`src/rtl/uart_sync_fifo_pkg.sv`:
```
// -----------------------------------------------------------------------------
// uart_sync_fifo_pkg
// Shared definitions for the UART synchronous FIFO slice.
//   clogb2            : ceiling log2, used to size pointers from DEPTH
//   FWFT_STANDARD     : read data appears one cycle after an accepted read
//   FWFT_FALLTHROUGH  : head word is visible on the output without a read
// -----------------------------------------------------------------------------
package uart_sync_fifo_pkg;

    localparam int FWFT_STANDARD    = 0;
    localparam int FWFT_FALLTHROUGH = 1;

    // Number of address bits needed to index 'value' entries.
    function automatic int clogb2(input int value);
        int result;
        int remaining;
        result    = 0;
        remaining = value - 1;
        while (remaining > 0) begin
            result++;
            remaining = remaining >> 1;
        end
        return result;
    endfunction

endpackage

```
`src/rtl/uart_fifo_ram.sv`:
```
// -----------------------------------------------------------------------------
// uart_fifo_ram
// Simple dual-port storage for the UART FIFO: one write port, one read port.
// In standard mode the read port is registered (data follows re_i by one
// cycle and holds otherwise); in fall-through mode the read is combinational
// so the word at raddr_i is always visible.
// Ports:
//   clk      : clock
//   rst_n    : async active-low reset, clears only the read register
//   we_i     : write enable
//   waddr_i  : write address
//   wdata_i  : write data
//   re_i     : read enable (standard mode only)
//   raddr_i  : read address
//   rdata_o  : read data
// -----------------------------------------------------------------------------
module uart_fifo_ram
    import uart_sync_fifo_pkg::*;
#(
    parameter int WIDTH      = 8,
    parameter int DEPTH      = 16,
    parameter int ADDR_WIDTH = 4,
    parameter int FWFT       = FWFT_STANDARD
) (
    input  logic                  clk,
    input  logic                  rst_n,
    input  logic                  we_i,
    input  logic [ADDR_WIDTH-1:0] waddr_i,
    input  logic [WIDTH-1:0]      wdata_i,
    input  logic                  re_i,
    input  logic [ADDR_WIDTH-1:0] raddr_i,
    output logic [WIDTH-1:0]      rdata_o
);

    logic [WIDTH-1:0] mem [DEPTH];

    // Storage array; deliberately has no reset so it maps onto RAM cells.
    always_ff @(posedge clk) begin
        if (we_i) begin
            mem[waddr_i] <= wdata_i;
        end
    end

    generate
        if (FWFT == FWFT_FALLTHROUGH) begin : gFallThrough
            // The head word is exposed directly; the read strobe and the
            // read-register reset have no role in this mode.
            logic unusedReadRegInputs;
            assign unusedReadRegInputs = ^{rst_n, re_i};
            assign rdata_o = mem[raddr_i];
        end else begin : gRegistered
            logic [WIDTH-1:0] rdata_q;

            // Registered read: a write to the same address on the same edge
            // returns the old word, which is the one being consumed.
            always_ff @(posedge clk or negedge rst_n) begin
                if (!rst_n) begin
                    rdata_q <= '0;
                end else if (re_i) begin
                    rdata_q <= mem[raddr_i];
                end
            end

            assign rdata_o = rdata_q;
        end
    endgenerate

endmodule

```
`src/rtl/uart_sync_fifo.sv`:
```
// -----------------------------------------------------------------------------
// uart_sync_fifo
// Parametrised single-clock FIFO shared by the UART TX and RX paths.
// Supports standard and first-word-fall-through reads, an exact fill count
// (0..DEPTH), write+read on a full FIFO, synchronous flush, and one-cycle
// overflow/underflow pulses.
// Ports:
//   clk        : clock, all state changes on the rising edge
//   rst_n      : async active-low reset
//   clr        : synchronous flush, wins over wr_en/rd_en
//   din        : write data
//   wr_en      : write request
//   rd_en      : read request (standard: fetch, FWFT: pop the word on dout)
//   dout       : read data
//   valid      : standard: one-cycle pulse with new dout; FWFT: !empty
//   full/empty : occupancy flags
//   prog_full  : count >= PROG_FULL
//   prog_empty : count <= PROG_EMPTY
//   overflow   : pulse after a rejected write
//   underflow  : pulse after a rejected read
//   fifo_cnt   : stored word count
// -----------------------------------------------------------------------------
module uart_sync_fifo
    import uart_sync_fifo_pkg::*;
#(
    parameter  int WIDTH      = 8,
    parameter  int DEPTH      = 16,
    parameter  int FWFT       = FWFT_STANDARD,
    parameter  int PROG_EMPTY = 4,
    parameter  int PROG_FULL  = 12,
    localparam int ADDR_WIDTH = clogb2(DEPTH)
) (
    input  logic                  clk,
    input  logic                  rst_n,
    input  logic                  clr,
    input  logic [WIDTH-1:0]      din,
    input  logic                  wr_en,
    input  logic                  rd_en,
    output logic [WIDTH-1:0]      dout,
    output logic                  valid,
    output logic                  full,
    output logic                  empty,
    output logic                  prog_full,
    output logic                  prog_empty,
    output logic                  overflow,
    output logic                  underflow,
    output logic [ADDR_WIDTH:0]   fifo_cnt
);

    localparam logic [ADDR_WIDTH:0] CNT_DEPTH      = (ADDR_WIDTH+1)'(DEPTH);
    localparam logic [ADDR_WIDTH:0] CNT_PROG_EMPTY = (ADDR_WIDTH+1)'(PROG_EMPTY);
    localparam logic [ADDR_WIDTH:0] CNT_PROG_FULL  = (ADDR_WIDTH+1)'(PROG_FULL);

    logic                  rdOk;
    logic                  wrOk;
    logic [ADDR_WIDTH-1:0] wrPtr_q, wrPtr_d;
    logic [ADDR_WIDTH-1:0] rdPtr_q, rdPtr_d;
    logic [ADDR_WIDTH:0]   cnt_q, cnt_d;
    logic                  empty_q, empty_d;
    logic                  full_q, full_d;
    logic                  progEmpty_q, progEmpty_d;
    logic                  progFull_q, progFull_d;
    logic                  overflow_q, overflow_d;
    logic                  underflow_q, underflow_d;
    logic [WIDTH-1:0]      ramRdata;

    // Acceptance: a full FIFO still takes a write when a read frees a slot
    // on the same edge, so sustained write+read keeps the count constant.
    assign rdOk = rd_en && !empty_q && !clr;
    assign wrOk = wr_en && !clr && (!full_q || rdOk);

    // Next-state for pointers, count and flags. Flags are derived from the
    // next count so they are registered alongside it and never lag a cycle.
    always_comb begin
        wrPtr_d = wrPtr_q;
        rdPtr_d = rdPtr_q;
        cnt_d   = cnt_q;
        if (clr) begin
            wrPtr_d = '0;
            rdPtr_d = '0;
            cnt_d   = '0;
        end else begin
            if (wrOk) begin
                wrPtr_d = wrPtr_q + 1'b1;
            end
            if (rdOk) begin
                rdPtr_d = rdPtr_q + 1'b1;
            end
            cnt_d = cnt_q + {{ADDR_WIDTH{1'b0}}, wrOk} - {{ADDR_WIDTH{1'b0}}, rdOk};
        end
        empty_d     = (cnt_d == '0);
        full_d      = (cnt_d == CNT_DEPTH);
        progEmpty_d = (cnt_d <= CNT_PROG_EMPTY);
        progFull_d  = (cnt_d >= CNT_PROG_FULL);
        overflow_d  = wr_en && !wrOk && !clr;
        underflow_d = rd_en && !rdOk && !clr;
    end

    // State registers; reset values match an empty FIFO.
    always_ff @(posedge clk or negedge rst_n) begin
        if (!rst_n) begin
            wrPtr_q     <= '0;
            rdPtr_q     <= '0;
            cnt_q       <= '0;
            empty_q     <= 1'b1;
            full_q      <= 1'b0;
            progEmpty_q <= 1'b1;
            progFull_q  <= 1'b0;
            overflow_q  <= 1'b0;
            underflow_q <= 1'b0;
        end else begin
            wrPtr_q     <= wrPtr_d;
            rdPtr_q     <= rdPtr_d;
            cnt_q       <= cnt_d;
            empty_q     <= empty_d;
            full_q      <= full_d;
            progEmpty_q <= progEmpty_d;
            progFull_q  <= progFull_d;
            overflow_q  <= overflow_d;
            underflow_q <= underflow_d;
        end
    end

    uart_fifo_ram #(
        .WIDTH      (WIDTH),
        .DEPTH      (DEPTH),
        .ADDR_WIDTH (ADDR_WIDTH),
        .FWFT       (FWFT)
    ) uRam (
        .clk     (clk),
        .rst_n   (rst_n),
        .we_i    (wrOk),
        .waddr_i (wrPtr_q),
        .wdata_i (din),
        .re_i    (rdOk),
        .raddr_i (rdPtr_q),
        .rdata_o (ramRdata)
    );

    generate
        if (FWFT == FWFT_FALLTHROUGH) begin : gFwftOut
            // Stale storage contents must not leak out while empty.
            assign dout  = empty_q ? '0 : ramRdata;
            assign valid = !empty_q;
        end else begin : gStdOut
            logic valid_q;

            // valid marks the cycle in which the registered read data is new.
            always_ff @(posedge clk or negedge rst_n) begin
                if (!rst_n) begin
                    valid_q <= 1'b0;
                end else begin
                    valid_q <= rdOk;
                end
            end

            assign dout  = ramRdata;
            assign valid = valid_q;
        end
    endgenerate

    assign full       = full_q;
    assign empty      = empty_q;
    assign prog_full  = progFull_q;
    assign prog_empty = progEmpty_q;
    assign overflow   = overflow_q;
    assign underflow  = underflow_q;
    assign fifo_cnt   = cnt_q;

endmodule

```
`config.mk`:
```
export PLATFORM = sky130hd
export DESIGN_NAME = uart_sync_fifo
export DESIGN_NICKNAME = d
export VERILOG_FILES = /design/src/rtl/uart_sync_fifo_pkg.sv /design/src/rtl/uart_fifo_ram.sv /design/src/rtl/uart_sync_fifo.sv
export SDC_FILE = /design/constraint.sdc
export NUM_CORES = 1
export LEC_CHECK = 0
export CORE_MARGIN = 1.5
export CORE_UTILIZATION = 59
export CTS_CLUSTER_SIZE = 30
export DETAILED_ROUTE_END_ITERATION = 12
export GPL_TIMING_DRIVEN = 0
export PLACE_DENSITY = 0.86
export REMOVE_ABC_BUFFERS = 1
export SETUP_SLACK_MARGIN = 0.15
export SLEW_MARGIN = 20
export SYNTH_ARGS = -nofsm -noshare
export SYNTH_HDL_FRONTEND = slang
export SYNTH_SLANG_ARGS = --single-unit
```
`constraint.sdc`:
```
create_clock -name clk -period 4.3 [get_ports clk]
set_input_delay 1.075 -clock clk [delete_from_list [all_inputs] [get_ports clk]]
set_output_delay 1.075 -clock clk [all_outputs]
set_load 0.02 [all_outputs]
```
After elaboration in Yosys (flattened, before gate mapping). Memories as Yosys holds them, arrays and structs flattened. A register that Yosys moved wholly into a read port is not among the register bits. Index checks and enable logic that the tools add are counted.

Flip-flop bits (word level): 20. Memory bits (read-only): 0. Bits in latches: 0. RAM bits: 128. Memories kept: 1.

Memories: uRam.mem (words 16, width 8, rd ports 1, clocked after Yosys merged registers in 1, write ports 1, RTL line uart_fifo_ram.sv:35) `logic [WIDTH-1:0] mem [DEPTH];`.

Reductions and logical operators: 18. Equal/unequal tests: 1. Multiply operators: 0. Divide/modulo/power cells: 0. $add $sub $neg: 4. Shift-type cells: 0. Magnitude comparators: 2. Bitwise gates (word level): 0. Mux-type cells: 7.

Operators by type and width (number): $mux W4 (4); $add A4 B1 Y4 const B (2); $logic_and A1 B1 Y1 (8); $logic_not A1 Y1 (6); $add A5 B1 Y5 (1); $eq A5 B5 Y1 const B (1); $ge A5 B4 Y1 const B (1); $le A5 B3 Y1 const B (1); $logic_not A5 Y1 (1); $mux W5 (1); $sub A5 B1 Y5 (1); $reduce_bool A2 Y1 (2); $mux W1 (2); $logic_or A1 B1 Y1 (1).

Longest topological paths before layout. Gate-level depths: netlist (run 1).

Word-level depth: 9. Mapped depth: 14. Depth with buffers taken out: 13.

Hierarchy. From an unflattened synthesis (run 1), not the netlist that was laid out.

Cell total of the unflattened synthesis: 334. Area total of the unflattened synthesis: 6374.9 µm².

Modules (own cells, without submodules): uart_fifo_ram (cells each 240, area each 5331.4 µm², seq. area each 4043.9 µm², times used 1); uart_sync_fifo (cells each 94, area each 1043.5 µm², seq. area each 503.0 µm², times used 1).

Least setup slack after synthesis (run 1). No wires, ideal clock.

Path kind: input port to flip-flop. Start point: in clr. End point: reg full_q, in the netlist full. Data arrival time: 3.494 ns. Library setup time: 0.105 ns. Required time: 4.195 ns. Path slack: 0.701 ns. Stages on the path: 14. Cells stage by stage: clkbuf_1 > nand2b_1 > clkbuf_1 > inv_1 > ha_1 > inv_1 > ha_1 > inv_1 > fa_1 > nor2b_1 > o21ai_0 > nand3_1 > nor3b_2 > nor4b_1.

Cells in the longest elaborated chain, start to end: 8. Elaborated cells on any way between the ends: 9. Classes of those cells: add/sub: 2; eq/ne: 1; mux: 1; reduce/logical: 5.

Ends and longest elaborated chain: from (decl) (RTL line uart_sync_fifo.sv:35) `input logic clr,`; $logic_not A1 Y1 (*) (RTL line uart_sync_fifo.sv:69) `assign rdOk = rd_en && !empty_q && !clr;`; $logic_and A1 B1 Y1 (*) (RTL line uart_sync_fifo.sv:69); net rdOk (RTL line uart_sync_fifo.sv:54) `logic rdOk;`; $logic_or A1 B1 Y1 (RTL line uart_sync_fifo.sv:70) `assign wrOk = wr_en && !clr && (!full_q || rdOk);`; $logic_and A1 B1 Y1 (RTL line uart_sync_fifo.sv:70); $add A5 B1 Y5 (RTL line uart_sync_fifo.sv:89) `cnt_d = cnt_q + {{ADDR_WIDTH{1'b0}}, wrOk} - {{ADDR_WIDTH{1'b0}}, rdOk};`; $sub A5 B1 Y5 (*) (RTL line uart_sync_fifo.sv:89); $mux W5 (*) (RTL line uart_sync_fifo.sv:78) `if (clr) begin`; net cnt_d[4] (RTL line uart_sync_fifo.sv:58) `logic [ADDR_WIDTH:0] cnt_q, cnt_d;`; $eq A5 B5 Y1 (*) (RTL line uart_sync_fifo.sv:92) `full_d = (cnt_d == CNT_DEPTH);`; net full_d (RTL line uart_sync_fifo.sv:60) `logic full_q, full_d;`; to (signal assigned) (RTL line uart_sync_fifo.sv:116) `full_q <= full_d;`; to (decl) (RTL line uart_sync_fifo.sv:60).

Mark *: on every way through the listed nets, which the timed path passes. The rest lies on a longest branch. A chain may end at the register's enable or synchronous reset.

Final worst setup path (run 1).
Start point: in rd_en. End point: reg full_q, in the netlist full.

Cells in the longest elaborated chain, start to end: 8.

Ends and longest elaborated chain: from (decl) (RTL line uart_sync_fifo.sv:38) `input logic rd_en,`; $logic_and A1 B1 Y1 (*) (2 in series) (RTL line uart_sync_fifo.sv:69); net rdOk (RTL line uart_sync_fifo.sv:54); $logic_or A1 B1 Y1 (RTL line uart_sync_fifo.sv:70); $logic_and A1 B1 Y1 (RTL line uart_sync_fifo.sv:70); $add A5 B1 Y5 (RTL line uart_sync_fifo.sv:89); $sub A5 B1 Y5 (*) (RTL line uart_sync_fifo.sv:89); $mux W5 (*) (RTL line uart_sync_fifo.sv:78); net cnt_d[4] (RTL line uart_sync_fifo.sv:58); $eq A5 B5 Y1 (*) (RTL line uart_sync_fifo.sv:92); net full_d (RTL line uart_sync_fifo.sv:60).

Marks and branches as above.

==> results_dict.tcl, run 1 <==
set metrics [dict create \
    powerDensity_nw_per_um2 570 \
    antenna_found_initial 0 \
    synth-simple-area-share_pct 6.72 \
    die_area_sq_um 11400 \
    post-route-drc-count 0 \
    rsz0062_at_grt "no" \
    cts-root-buf "clkbuf_8" \
    post_cts_resized 1 \
    postCtsHoldBufs 0 \
    dr.pass1.iters 5 \
    overflow 0 \
    r2r_setup_slack_ns 1.07 \
    insertion_delay_ns 0.52 \
    rows 37 \
    synth_top_family_by_area "multiplexers" \
    synth_compound_area_share_pct 5.73 \
    netlist_instances 380 \
    cp-end-kind "register" \
    muxShareOfSynthArea_pct 10.1 \
    drv_cap 0 \
    numCtsBuffers 17 \
    nets 440 \
    syn2layout_area_growth_pct 17.0 \
    synth_cell_types 44 \
    ys_top_cells_by_area "edfxtp_1, dfrtp_1, mux4_2, mux2i_1, ha_1" \
    gp_congestion 0.726 \
    setup_violations 0 \
    cts_setup_buffers 0 \
    p_leak_nw 2.55 \
    slew_headroom_pct 33.8 \
    grt_pass1_vias 3677 \
    multi_input_area_sq_um 1630 \
    startpoint_type "primary input" \
    initial_core_util_pct 61.1 \
    fin_ws_ns 0.621 \
    worstHoldPathType "reg -> reg" \
    antenna_left 0 \
    vias 3598 \
    postLayoutCellArea_sq_um 7410 \
    synth-xor-area-share_pct 0.830 \
    wl_per_cell_um 24.5 \
    final_cell_mix "edfxtp_1, clkdlybuf4s50_1, dfrtp_1" \
    yosysSeqAreaShare_pct 71.8 \
    fmax_ghz 0.272 \
    max_slew.worst_pin.slew_ns 0.990 \
    synth_area_leader_cell "edfxtp_1" \
    drt-initial-drc-count 383 \
    vdd_ir_drop_max_mv 0.413 \
    status "finished clean" \
    place_area_sq_um 6760 \
    finalHoldViolCount 0 \
    period_needed_ns 3.68 \
    fp.coreArea_sq_um 10400 \
    fin_skew_ns 0.00830 \
    cts_buffer_depth 2 \
    path_clk_slew_ns 0.06 \
    syn_area_sq_um 6330 \
    synthAdderAreaFrac_pct 2.29 \
    synth_area_per_cell_sq_um 16.7 \
    maxSlewViolCount 0 \
    cts_tree "done" \
    dp.final_hpwl_um 8090 \
    fin_crit_sh_pct 85.6 \
    diodes 0 \
    synth_seq_cells 156 \
    fillers 641 \
    numPortBuffers 32 \
    critPathMaxFanout 11 \
    postRouteWirelength_um 13800 \
    crit_type "in -> reg" \
    htree_num_levels 4 \
    synth_warnings 0 \
    synth_top_area_share_pct 60.7 \
    dp_slack_ns -0.466 \
    seqCellArea_sq_um 4550 \
    whs_ns 0.506 \
    design_power_total_mw 4.22 \
    grt_pass1_wl_um 21000 \
    die_y_um 107 \
    cp.required_ns 4.71 \
    vias_per_cell 6.37 \
    final_common_cell "edfxtp_1" \
    cts.sinks 156 \
    arrival_ns 4.09 \
    boundaryPins 33 \
    drive_gt1_share_pct 13.3 \
    fp.dieW_um 107 \
    grtUsageTotal_pct 26.3 \
    grt_max_degree 32 \
]
==> cells in the mapped netlist (all sizes together) <==
cell      n
a21o      2
o21ai    17
clkbuf    5
nand3b    1
dfrtp    26
o311ai    1
nand4     2
nor2b    12
and3      5
and2b     1
nor2     20
inv      14
nor3      3
o211ai    1
nor4b     1
or2       1
ha       10
mux2i    22
edfxtp  128
a221oi    1
fa        1
buf      12
nor4      1
a22oi     7
a31oi     6
xnor2     2
nand2b    4
nor3b     1
nand3     6
a21oi     6
a32oi     6
nand2    11
a211oi    8
mux4     17
mux2      2
and2     11
xor2      4
dfstp     2
==> through the flow <==
stage | TNS (ns) | instances | utilization, %
2_1_floorplan | 0 | 363 | -
3_3_place_gp | -1.10 | 531 | 64.8
3_5_place_dp | -1.84 | 533 | 65.1
4_1_cts | 0 | 565 | 71.5
5_1_grt | 0 | 565 | 71.5
6_report | 0 | 565 | 71.5
==> worst max-delay path: stages <==
cell             delay [ns]
clkdlybuf4s50_1        0.50
and2b_1                0.26
nand2b_2               0.28
inv_1                  0.16
ha_1                   0.24
inv_1                  0.06
ha_1                   0.16
inv_1                  0.06
fa_1                   0.37
nor2b_1                0.15
o21ai_0                0.12
nand3_1                0.09
nor3b_2                0.30
nor4b_1                0.27
==> report_power, final <==
group	internal [mW]	switching [mW]
logic	0.338	0.417
clock network	1.07	0.569
registers	1.74	0.0880
total	3.15	1.07
==> sequential cells by signal (all words and copies together), names as in the netlist, 4 cells and up <==
register / cells
uRam.mem: 128
uRam.rdata_o: 8
wrPtr_q: 4
rdPtr_q: 4
fifo_cnt: 5
==> cell families (layout without fill, tap and decap cells) <==
| group | after synthesis | in the layout |
|---|---|---|
| AND/OR/NAND/NOR | 80 | 80 |
| AO/OA/AOI/OAI | 55 | 55 |
| buffers and inverters | 31 | 80 |
| flip-flops | 156 | 156 |
| adder cells (fa/ha/maj) | 11 | 11 |
| XOR/XNOR | 6 | 6 |
| multiplexers | 41 | 41 |
==> routing by layer <==
layer  wire [um]  GRT usage (%)  vias up
met5           0              0        -
met4         328           9.05        0
met3         959           5.11       30
met2        7110           44.1      207
met1        5450           34.7     1822
li1            -              -     1539
==> area by class of cell <==
class,instances,share of cell area (%)
Inverter,14,0.709
Sequential cell,156,61.4
Clock inverter,13,2.97
Tap cell,136,2.30
Multi-Input combinational cell,193,22.0
Timing Repair Buffer,34,4.83
Clock buffer,19,5.82
==> worst paths after layout <==
path	from	to	cells past startpoint
worst max-delay path	rd_en	full	14
worst min-delay path	empty	underflow	2
min in group asynchronous	rst_n	wrPtr_q[1]	1
worst min register to register	empty	underflow	2
max in group asynchronous	rst_n	rdPtr_q[0]	1
worst max register to register	empty	full	13
Power figures use the tool's default switching activity.
==> inputs of run 2 (changes only) <==
Settings changed: CTS_CLUSTER_SIZE 30 to default, SLEW_MARGIN 20 to 25.
==> results_dict.tcl, run 2 (same netlist as run 1, synthesis figures left out) <==
set metrics [dict create \
    status "finished clean" \
    worst-r2r-cell-count 13 \
    grt_max_degree 52 \
    postRouteWirelength_um 13800 \
    fp.coreArea_sq_um 10400 \
    syn2layout_area_growth_pct 15.9 \
    grtUsageTotal_pct 26.4 \
    dr.pass1.iters 5 \
    worstHoldPathType "reg -> reg" \
    startpoint_type "primary input" \
    holdPathEnd "underflow" \
    setup_violations 0 \
    maxSlewViolCount 0 \
    fmax_ghz 0.270 \
    r2r_setup_slack_ns 1.04 \
    crit_type "in -> reg" \
    hold_path_depth 2 \
    hold_start "empty" \
    gp_congestion 0.726 \
    drive_gt1_share_pct 13.1 \
    critPathLaunch "rd_en" \
    dp.cells 532 \
    critical-path-max-stage-delay_ns 0.50 \
    diodes 0 \
    sw_frac_of_total_pct 26.2 \
    p_leak_nw 2.51 \
    nets 439 \
    design_power_total_mw 4.09 \
    overflow 0 \
    drv_cap 0 \
    drt-initial-drc-count 401 \
    critPathTopFamily "simple AND/OR/NAND/NOR gates" \
    vdd_ir_drop_max_mv 0.485 \
    die_area_sq_um 11400 \
    htree_num_levels 4 \
    switchingPower_mw 1.07 \
    postCtsHoldBufs 0 \
    cts.sinks 156 \
    period_needed_ns 3.71 \
    cts_tree "done" \
    fin_skew_ns 0.00668 \
    timing.rr.start "empty" \
    wl_met3_um 1020 \
    rows 37 \
    fp.dieW_um 107 \
    final_common_cell "edfxtp_1" \
    largest_register_ffs 128 \
    dp.final_hpwl_um 7950 \
    top_layer "met4" \
    powerDensity_nw_per_um2 557 \
    slew_headroom_pct 37.0 \
    wl_met2_um 7100 \
    cts-root-buf "clkbuf_8" \
    reg2reg_to "full" \
    vias_per_cell 6.41 \
    cp-end-kind "register" \
    post-route-util_pct 70.8 \
    post-route-drc-count 0 \
    numPortBuffers 32 \
    met1_length_um 5360 \
    cp.buffers_inverters 4 \
    initial_core_util_pct 61.1 \
    path_cells "clkdlybuf4s50_1, and2b_1, nand2b_2, inv_1, ha_1, inv_1, ha_1, inv_1, fa_1, nor2b_1, o21ai_0, nand3_1, nor3b_2, nor4b_1" \
    antenna_left 0 \
    rsz0062_at_grt "no" \
    numCtsBuffers 17 \
    grt_pass1_wl_um 21200 \
    cp_common_cell "inv_1" \
    pwr-share-seq_pct 45.4 \
    antenna_found_initial 0 \
    final_cell_mix "edfxtp_1, clkdlybuf4s50_1, dfrtp_1" \
    max_slew.worst_pin.slew_ns 0.942 \
    die_y_um 107 \
    cts_setup_buffers 0 \
    critPathMaxFanout 11 \
    insertion_delay_ns 0.52 \
    path_clk_slew_ns 0.06 \
    internal_power_mw 3.01 \
    boundaryPins 33 \
    cp.required_ns 4.71 \
    wl_per_cell_um 24.4 \
    vias 3618 \
    slowest_stage "clkdlybuf4s50_1" \
    grt_pass1_vias 3743 \
    comb_power_share_pct 17.7 \
    cts_buffer_depth 2 \
    fin_crit_sh_pct 86.2 \
    p_clk_share_pct 36.9 \
    finalHoldViolCount 0 \
    finalNonFillerCells 564 \
    arrival_ns 4.12 \
    top_register "uRam.mem" \
]
run 2: cell types whose count changed in the layout (fill, tap and decap cells not counted):
cell / before / now
dfrtp_4: 0 / 1
clkbuf_1: 1 / 3
clkinvlp_4: 3 / 5
dfrtp_2: 3 / 2
bufinv_16: 6 / 4
buf_12: 2 / 1
clkinv_2: 2 / 3
clkbuf_8: 2 / 1
clkinv_1: 2 / 0
run 2: layout make-up:
cell class              count  area (sq um)
flip-flops and latches    156          4550
fillers                   627          3030
multi-input cells         193          1630
clock buffers              20           425
repair buffers             33           338
clock inverters            12           173
well taps                 136           170
inverters                  14          52.6
run 2: power by group through the flow:
| stage | Clock, mW | Combinational (mW) | Sequential (mW) |
|---|---|---|---|
| 6_report | 1.51 | 0.725 | 1.85 |
| 5_1_grt | 1.57 | 0.792 | 1.86 |
| 4_1_cts | 1.51 | 0.729 | 1.85 |
| 3_5_place_dp | 0 | 0.714 | 1.88 |
| 3_3_place_gp | 0 | 0.678 | 1.89 |
| 2_1_floorplan | 0 | 0.330 | 1.95 |
run 2: repair_timing:
item	CTS	global route
endpoints found under the setup margin	1	2
gates resized for setup	1	1
pin swaps	0	0
run 2: worst max path at each step:
stage                      end  slack (ns)  cells after the start
after floorplan           full        0.91                     13
after global placement    full       -0.39                     13
after detailed placement  full       -0.39                     13
after CTS                 full        0.31                     13
after global routing      full        0.36                     14
final                     full        0.59                     14
run 2: tightest hold or removal path, delay by kind of cell, from the launching register on:
kind	cells	cell delay (ns)
DFF	1	0.38
and+or+nand+nor	2	0.10
run 2: metal layers:
| metal | up-vias | track usage [%] |
|---|---|---|
| met3 | 24 | 5.59 |
| met4 | 0 | 11.0 |
| li1 | 1542 | - |
| met1 | 1855 | 34.7 |
| met2 | 197 | 43.4 |
| met5 | - | 0 |
run 2: stage by stage:
| stage | setup WS (ns) | hold WS (ns) | cell area (sq um) | TNS [ns] |
|---|---|---|---|---|
| after floorplan | 0.905 | 0.526 | 6230 | 0 |
| after global placement | -0.385 | 0.492 | 6720 | -1.10 |
| after detailed placement | -0.395 | 0.492 | 6740 | -1.41 |
| after CTS | 0.310 | 0.509 | 7340 | 0 |
| after global routing | 0.363 | 0.546 | 7340 | 0 |
| final | 0.593 | 0.507 | 7340 | 0 |
